==> src/rtl/console_pkg.sv <==
// Shared constants and drain FSM encoding for the console receive path.
package console_pkg;

    localparam logic [31:0] UART_EMPTY_WORD    = 32'hFFFFFFFF;
    localparam int          CONSOLE_FIFO_DEPTH = 16;

    typedef enum logic [1:0] {
        DRAIN_IDLE   = 2'd0,
        DRAIN_PULSE  = 2'd1,
        DRAIN_SETTLE = 2'd2
    } drain_state_t;

endpackage

==> src/rtl/byte_fifo.sv <==
// Register-file FIFO with explicit occupancy count; memory is not reset.
module byte_fifo #(
    parameter int DEPTH = 16,
    parameter int AW    = 4,
    parameter int W     = 8
) (
    input  logic          clk,
    input  logic          resetn,
    input  logic          push,
    input  logic          pop,
    input  logic [W-1:0]  din,
    output logic [W-1:0]  dout,
    output logic [AW:0]   count,
    output logic          full,
    output logic          empty
);

    localparam logic [AW:0] FULL_COUNT = (AW+1)'(DEPTH);

    logic [W-1:0]  mem [DEPTH];
    logic [AW-1:0] wr_ptr;
    logic [AW-1:0] rd_ptr;
    logic          do_push;
    logic          do_pop;

    assign full    = (count == FULL_COUNT);
    assign empty   = (count == '0);
    assign do_pop  = pop && !empty;
    // A pop in the same cycle frees a slot, so a push into a full FIFO still lands.
    assign do_push = push && (!full || do_pop);
    assign dout    = mem[rd_ptr];

    always_ff @(posedge clk) begin
        if (do_push) begin
            mem[wr_ptr] <= din;
        end
    end

    always_ff @(posedge clk or negedge resetn) begin
        if (!resetn) begin
            wr_ptr <= '0;
            rd_ptr <= '0;
            count  <= '0;
        end else begin
            if (do_push) begin
                wr_ptr <= wr_ptr + 1'b1;
            end
            if (do_pop) begin
                rd_ptr <= rd_ptr + 1'b1;
            end
            case ({do_push, do_pop})
                2'b10:   count <= count + 1'b1;
                2'b01:   count <= count - 1'b1;
                default: count <= count;
            endcase
        end
    end

endmodule

==> src/rtl/console_rx_fifo.sv <==
// Drains simpleuart's single-byte register into a FIFO that the core pops
// with B3 semantics: head byte zero-extended, or zero when nothing is buffered.
module console_rx_fifo
    import console_pkg::*;
#(
    parameter int DEPTH = CONSOLE_FIFO_DEPTH,
    parameter int AW    = 4
) (
    input  logic          clk,
    input  logic          resetn,
    input  logic [31:0]   uart_dat_do,
    output logic          uart_dat_re,
    input  logic          cpu_dat_re,
    output logic [31:0]   cpu_dat_do,
    output logic          empty,
    output logic          full,
    output logic [AW:0]   count,
    output logic          overrun,
    input  logic          overrun_clr,
    output logic [7:0]    drop_count,
    output logic [1:0]    drain_state
);

    drain_state_t state;
    drain_state_t state_next;
    logic [7:0]   cap;
    logic         cap_load;
    logic [7:0]   head;
    logic         pop;
    logic         push;
    logic         drop;

    assign uart_dat_re = (state == DRAIN_PULSE);
    assign drain_state = state;
    assign pop         = cpu_dat_re && !empty;
    assign push        = uart_dat_re && (!full || pop);
    assign drop        = uart_dat_re && !push;
    assign cpu_dat_do  = empty ? 32'h0 : {24'h0, head};

    always_ff @(posedge clk or negedge resetn) begin
        if (!resetn) begin
            state <= DRAIN_IDLE;
            cap   <= '0;
        end else begin
            state <= state_next;
            if (cap_load) begin
                cap <= uart_dat_do[7:0];
            end
        end
    end

    // SETTLE gives simpleuart a cycle to drop its valid flag before IDLE looks again.
    always_comb begin
        state_next = state;
        cap_load   = 1'b0;
        case (state)
            DRAIN_IDLE: begin
                if (uart_dat_do[31:8] == 24'h0) begin
                    cap_load   = 1'b1;
                    state_next = DRAIN_PULSE;
                end
            end
            DRAIN_PULSE:  state_next = DRAIN_SETTLE;
            DRAIN_SETTLE: state_next = DRAIN_IDLE;
            default:      state_next = DRAIN_IDLE;
        endcase
    end

    // A drop in the same cycle as overrun_clr leaves the flag set.
    always_ff @(posedge clk or negedge resetn) begin
        if (!resetn) begin
            overrun    <= 1'b0;
            drop_count <= '0;
        end else begin
            if (drop) begin
                overrun <= 1'b1;
            end else if (overrun_clr) begin
                overrun <= 1'b0;
            end
            if (drop && (drop_count != 8'hFF)) begin
                drop_count <= drop_count + 1'b1;
            end
        end
    end

    byte_fifo #(
        .DEPTH (DEPTH),
        .AW    (AW),
        .W     (8)
    ) u_fifo (
        .clk    (clk),
        .resetn (resetn),
        .push   (push),
        .pop    (pop),
        .din    (cap),
        .dout   (head),
        .count  (count),
        .full   (full),
        .empty  (empty)
    );

endmodule

==> config.mk <==
export PLATFORM = sky130hd
export DESIGN_NAME = console_rx_fifo
export DESIGN_NICKNAME = d
export VERILOG_FILES = /design/src/rtl/console_pkg.sv /design/src/rtl/byte_fifo.sv /design/src/rtl/console_rx_fifo.sv
export SDC_FILE = /design/constraint.sdc
export NUM_CORES = 1
export LEC_CHECK = 0
export CORE_AREA = 2 2 116 141
export DETAILED_ROUTE_END_ITERATION = 10
export DIE_AREA = 0 0 118 143
export PLACE_DENSITY_LB_ADDON = 0.2
export SETUP_SLACK_MARGIN = 0.15
export SLEW_MARGIN = 20
export SYNTH_ARGS = -nofsm -noshare
export SYNTH_HDL_FRONTEND = slang
export SYNTH_SLANG_ARGS = --single-unit
export TNS_END_PERCENT = 50
==> constraint.sdc <==
create_clock -name clk -period 4.5 [get_ports clk]
set_input_delay 1.35 -clock clk [delete_from_list [all_inputs] [get_ports clk]]
set_output_delay 1.35 -clock clk [all_outputs]
set_load 0.005 [all_outputs]
==> metrics.txt, run 1 <==
Hold Crit Depth 1; DRT antenna net count 0; Synth warnings 0; worst path bufs/invs 1; Initial DRT Pass Iterations 4; root buffer cell clkbuf_16; detail-routed via count per cell 5.304; Worst setup SP type register; multi-input logic area 2008 um^2; Pins Over Slew Limit 0; I/O pin total 87; initial antenna violation count 0; die area 16870 um^2; Port Buffer Count 62; Req. time, crit path 3.15 ns; RSZ-0062 raised after global routing no; postcts setup bufs 0; CTS tree built; global route total overflow 0; CP cell instances or4_4, nor2_1, a211oi_1, clkdlybuf4s50_1; Synth async-reset ratio 0.2000; FP Rows 50; post-route setup slack 0.3673 ns; clk buf depth 2; Final Util 0.5342; critical path capture point type output pin; Layout Cells excl Fill 693; worst slack, placed 0.4013 ns; P&R area growth vs syn 19.95%; worst min path class reg2reg; Worst-path clk slew 0.06 ns; actual slew at the worst max-slew pin 0.9398 ns; Post-route DRC 0; RePlAce Congestion 0.7606; Post-Route WL 13410 um; EDFF count, synth 128; CTS Buf Count 17; Critical Path AT 2.78 ns; Final Hold Fails 0; die height 143 um; Starting DRT DRC Count 308; FILL cells 1259; Netlist cell types 45; sequential share of the synthesized area 0.6749; synth top area cells edfxtp_1 (56%), dfrtp_1 (12%), mux4_2 (10%), buf_4 (2.7%), mux2_2 (2.0%); Pwr Density 479.5 nW/um^2; R2R cell count 10; top achievable clock speed 0.2420 GHz; Routed WL per cell 19.35 um; pin count of the biggest net entering global routing 34; final net count 518; worst-path fanout max 9; worst setup path category reg2out; core area 15450 um^2; syn_area_per_cell 16.99 um^2; Starting Density 0.4453; Crit-path slowest cell or4_4; P_leak 3.240 nW; minimum clock period 4.133 ns; post-DP HPWL 8742 um; sequential cell area 4646 um^2; Max stage delay on crit path 0.60 ns; maxcap violations 0; H-tree levels 4; Post-Synthesis Cells 405; synthesized area 6882 um^2; Post-Layout Inst Area 8254 um^2; Top delay family on crit path simple AND/OR/NAND/NOR gates; clock latency on the worst-skew pair 0.41 ns; share of layout cells above drive strength 1 0.1876; # diodes 0; CTS sink cnt 160; first-pass GRT wire length 21060 um; largest area contributor in the netlist edfxtp_1; Total Neg Setup Slack 0 ns; slew margin rel. 0.3712; post-synthesis register bit count 160; Clock Skew 0.007799 ns; routed vias 3676; cell count after placement 661; Placed Area 7654 um^2; stages on the worst setup path 4; Total GRT Usage 0.1691; endpoints failing setup 0; status finished, final reports clean; number of global-route vias before repair 3823; Tcrit/Tclk final 0.9184; Worst VDD drop 347.7 uV; Primary FF master, synth edfxtp_1; Die X-Extent 118 um; share of Yosys cell area claimed by the top area cell type 0.5585
-- worst paths after layout --
check	from	endpoint	slack, ns
worst max-delay path	u_fifo.count[1]	cpu_dat_do[6]	0.37
worst min-delay path	drain_state[1]	drain_state[1]	0.51
worst max register to register	u_fifo.count[1]	u_fifo.count[4]	1.17
worst min register to register	drain_state[1]	drain_state[1]	0.51
max in group asynchronous	resetn	u_fifo.rd_ptr[3]	2.84
min in group asynchronous	resetn	u_fifo.count[1]	1.33
-- cells by family after synthesis --
kind of cell    share of synthesized area
compound gates                    0.03400
xor+xnor                          0.02036
fa+ha+maj                         0.01818
buf+inv                           0.04582
flops                              0.6749
mux                                0.1360
other cells                     0.0005449
simple gates                      0.07018
-- Yosys cell counts (8+ instances only) --
master,count
nor2_1,11
mux2i_1,8
dfrtp_1,32
nand2_1,10
nor4_1,8
a211oi_1,16
edfxtp_1,128
ha_1,10
mux2_2,12
buf_2,8
nor2b_1,11
xnor2_1,9
buf_4,25
clkbuf_1,9
mux4_2,32
-- registers in the layout, summed over array words and instances (netlist names) --
| register | cells |
|---|---|
| overrun | 1 |
| u_fifo.mem | 128 |
| u_fifo.rd_ptr | 4 |
| drain_state | 2 |
| drop_count | 8 |
| u_fifo.count | 5 |
| cap | 8 |
| u_fifo.wr_ptr | 4 |
-- placed cells by master, fill, tap and decap left out, drive strengths merged, types with 3 or more instances in the layout --
master / count
nor4b: 4
dfrtp: 32
nor3: 5
buf: 8
mux2i: 8
nand4: 6
edfxtp: 128
nor2: 13
mux4: 32
inv: 14
clkbuf: 18
ha: 10
mux2: 12
clkinv: 4
xnor2: 9
conb: 24
nor4: 9
o21ai: 3
xor2: 7
clkdlybuf4s50: 62
and2: 4
nor2b: 11
and3: 7
a211oi: 16
nand3: 7
nand2: 10
-- stage by stage --
step	hold WS (ns)	total power, mW
after floorplan	0.4672	2.264
after global placement	0.4758	2.539
after detailed placement	0.4972	2.563
after CTS	0.5170	3.996
after global routing	0.5422	4.127
final	0.5124	3.958
-- layer usage --
metal / routed length [um] / global-route usage
met1: 5663 / 0.2034
met2: 6969 / 0.3023
met3: 622 / 0.03874
met4: 153 / 0.05517
met5: 0 / 0
-- area by class of cell --
cell class / count / share of cell area
Inverter: 8 / 0.004244
Multi-Input combinational cell: 215 / 0.2433
Timing Repair Buffer: 70 / 0.08549
Clock inverter: 14 / 0.02062
Clock buffer: 18 / 0.05199
Sequential cell: 160 / 0.5628
Tap cell: 208 / 0.03153
-- timing repair --
| item | in CTS | in global routing |
|---|---|---|
| resized for setup | 0 | 1 |
| setup endpoints to repair | 0 | 1 |
| hold buffers | 0 | 0 |
-- power by group --
part / total [mW] / internal (mW) / switching [mW]
logic: 0.767 / 0.411 / 0.356
registers: 1.75 / 1.62 / 0.130
clock network: 1.44 / 0.838 / 0.602
total: 3.96 / 2.87 / 1.09
Power figures use the tool's default switching activity.
==> inputs of run 2 (changes only) <==
--- a/config.mk
+++ b/config.mk
@@ -8,7 +8,7 @@
 export CORE_AREA = 2 2 116 141
 export DETAILED_ROUTE_END_ITERATION = 10
 export DIE_AREA = 0 0 118 143
-export PLACE_DENSITY_LB_ADDON = 0.2
+export PLACE_DENSITY_LB_ADDON = 0.12
 export SETUP_SLACK_MARGIN = 0.15
 export SLEW_MARGIN = 20
 export SYNTH_ARGS = -nofsm -noshare
==> run 2 against run 1 <==
  * Clock power decreased by 9.7%
  * Clock skew increased by 0.0025 ns
  * Final area fell by 0.59%
  * Combinational power is 0.8% lower
  * Clock-buffer cell count rose by 1
  * Sequential share of layout area up 0.33 points
  * Largest power group unchanged
  * Critical path type unchanged
==> metrics.txt, run 2 (synthesis gave the netlist of run 1 again) <==
minimum clock period 4.085 ns; root buffer cell clkbuf_16; clk buf depth 2; P&R area growth vs syn 19.24%; Worst setup SP type register; CTS sink cnt 160; final net count 523; endpoints failing setup 0; core area 15450 um^2; routed vias 3633; maxcap violations 0; slew margin rel. 0.4784; top achievable clock speed 0.2448 GHz; Hold Crit Depth 1; pin count of the biggest net entering global routing 33; Post-Route WL 12800 um; critical path capture point type output pin; Tcrit/Tclk final 0.9079; status finished, final reports clean; Psw 1.054 mW; postcts setup bufs 0; FP Rows 50; Die X-Extent 118 um; number of global-route vias before repair 3671; R2R cell count 10; global route total overflow 0; sw frac 0.2774; Hold Worst Slack 0.4855 ns; CTS Buf Count 17; R2R Setup Slk 1.16 ns; worst setup path category reg2out; commonest non-fill, non-tap cell in the layout edfxtp_1; Hold Path Origin drain_state[1]; Flop pwr share 0.459; Pwr Density 463.3 nW/um^2; actual slew at the worst max-slew pin 0.7795 ns; die area 16870 um^2; worst-path fanout max 10; RSZ-0062 raised after global routing no; Port Buffer Count 62; Starting DRT DRC Count 204; Final Total Pwr 3.801 mW; combinational power share 0.200; Reg with most FFs u_fifo.mem; P_int 2.747 mW; RePlAce Congestion 0.7121; initial antenna violation count 0; Post-route DRC 0; Clock Skew 0.01031 ns; die height 143 um; Total GRT Usage 0.1603; max FFs per register 128; Worst Setup SP u_fifo.rd_ptr[1]; Starting Density 0.4453; I/O pin total 87; RR Startpoint u_fifo.count[1]; share of layout cells above drive strength 1 0.1939; clock power share 0.341; Initial DRT Pass Iterations 4; Total Neg Setup Slack 0 ns; H-tree levels 4; most frequent cells in the layout edfxtp_1 (128), clkdlybuf4s50_1 (62), mux4_2 (32); Req. time, crit path 3.15 ns; Worst-path clk slew 0.06 ns; CTS tree built; first-pass GRT wire length 20310 um; clock latency on the worst-skew pair 0.42 ns; P_leak 3.224 nW; post-DP HPWL 8754 um; Pins Over Slew Limit 0; Critical Path AT 2.74 ns; detail-routed via count per cell 5.205; Hold EP drain_state[1]; Worst VDD drop 220.7 uV; # diodes 0; Final Util 0.5310; DRT antenna net count 0; top flop regs u_fifo.mem (128), cap (8), drop_count (8); Routed WL per cell 18.34 um; Worst R2R End u_fifo.count[4]; worst min path class reg2reg; Final Hold Fails 0; CTS Hold Bufs 0
[run 2: cell count changes in the layout (fill, tap and decap cells not counted)]
cell        previous run  this run
buf_4                  6        13
buf_12                 2         0
bufinv_16              2         0
clkinv_2               0         2
inv_8                  3         1
clkbuf_1               1         2
clkinv_4               4         5
clkinvlp_4             2         3
inv_6                  4         3
[run 2: worst max-delay path, stage by stage, from the launching register on]
cell and delay, ns:
dfrtp_2 0.56, buf_4 0.21, buf_4 0.16, mux4_2 0.50
a211oi_1 0.32, a211oi_1 0.09, clkdlybuf4s50_1 0.48
[run 2: area by class of cell]
| type | count | area [um^2] |
|---|---|---|
| clock inverter | 13 | 105.1 |
| timing repair buffer | 75 | 718.2 |
| fill | 1272 | 7247 |
| clock buffer | 19 | 432.9 |
| multi-input combinational | 215 | 2008 |
| inverter | 8 | 35.03 |
| sequential | 160 | 4646 |
| tap | 208 | 260.3 |
[run 2: through the flow]
stage / worst slack, ns / instance area, um^2 / instances
3_3_place_gp: 0.5026 / 7666 / 666
6_report: 0.4146 / 8205 / 698
3_5_place_dp: 0.4099 / 7666 / 666
5_1_grt: 0.2494 / 8205 / 698
4_1_cts: 0.1550 / 8204 / 698
2_1_floorplan: 1.025 / 6968 / 428
[run 2: layer usage]
| metal | wire length (um) | vias up | global-route usage | part of all wire |
|---|---|---|---|---|
| met4 | 107 | 0 | 0.04566 | 0.0084 |
| met2 | 6683 | 90 | 0.2754 | 0.52 |
| met3 | 446 | 7 | 0.03834 | 0.035 |
| li1 | - | 1690 | - | - |
| met1 | 5560 | 1846 | 0.2047 | 0.43 |
| met5 | 0 | - | 0 | 0 |
[run 2: power groups by stage]
stage / logic, mW / clock network, mW / registers (mW)
global route: 0.829 / 1.38 / 1.76
global placement: 0.768 / 0 / 1.77
floorplan: 0.580 / 0 / 1.68
detailed placement: 0.775 / 0 / 1.78
finish: 0.761 / 1.30 / 1.75
CTS: 0.778 / 1.33 / 1.75
[run 2: what timing repair did]
item,in CTS,in global routing
hold endpoints to repair,0,0
setup endpoints to repair,0,4
gates resized for setup,0,1
[run 2: worst max path at each step]
| stage | end | slack, ns |
|---|---|---|
| after floorplan | u_fifo.count[4] | 1.02 |
| after global placement | u_fifo.count[4] | 0.50 |
| after detailed placement | u_fifo.count[4] | 0.41 |
| after CTS | cpu_dat_do[7] | 0.16 |
| after global routing | cpu_dat_do[3] | 0.25 |
| final | cpu_dat_do[7] | 0.41 |
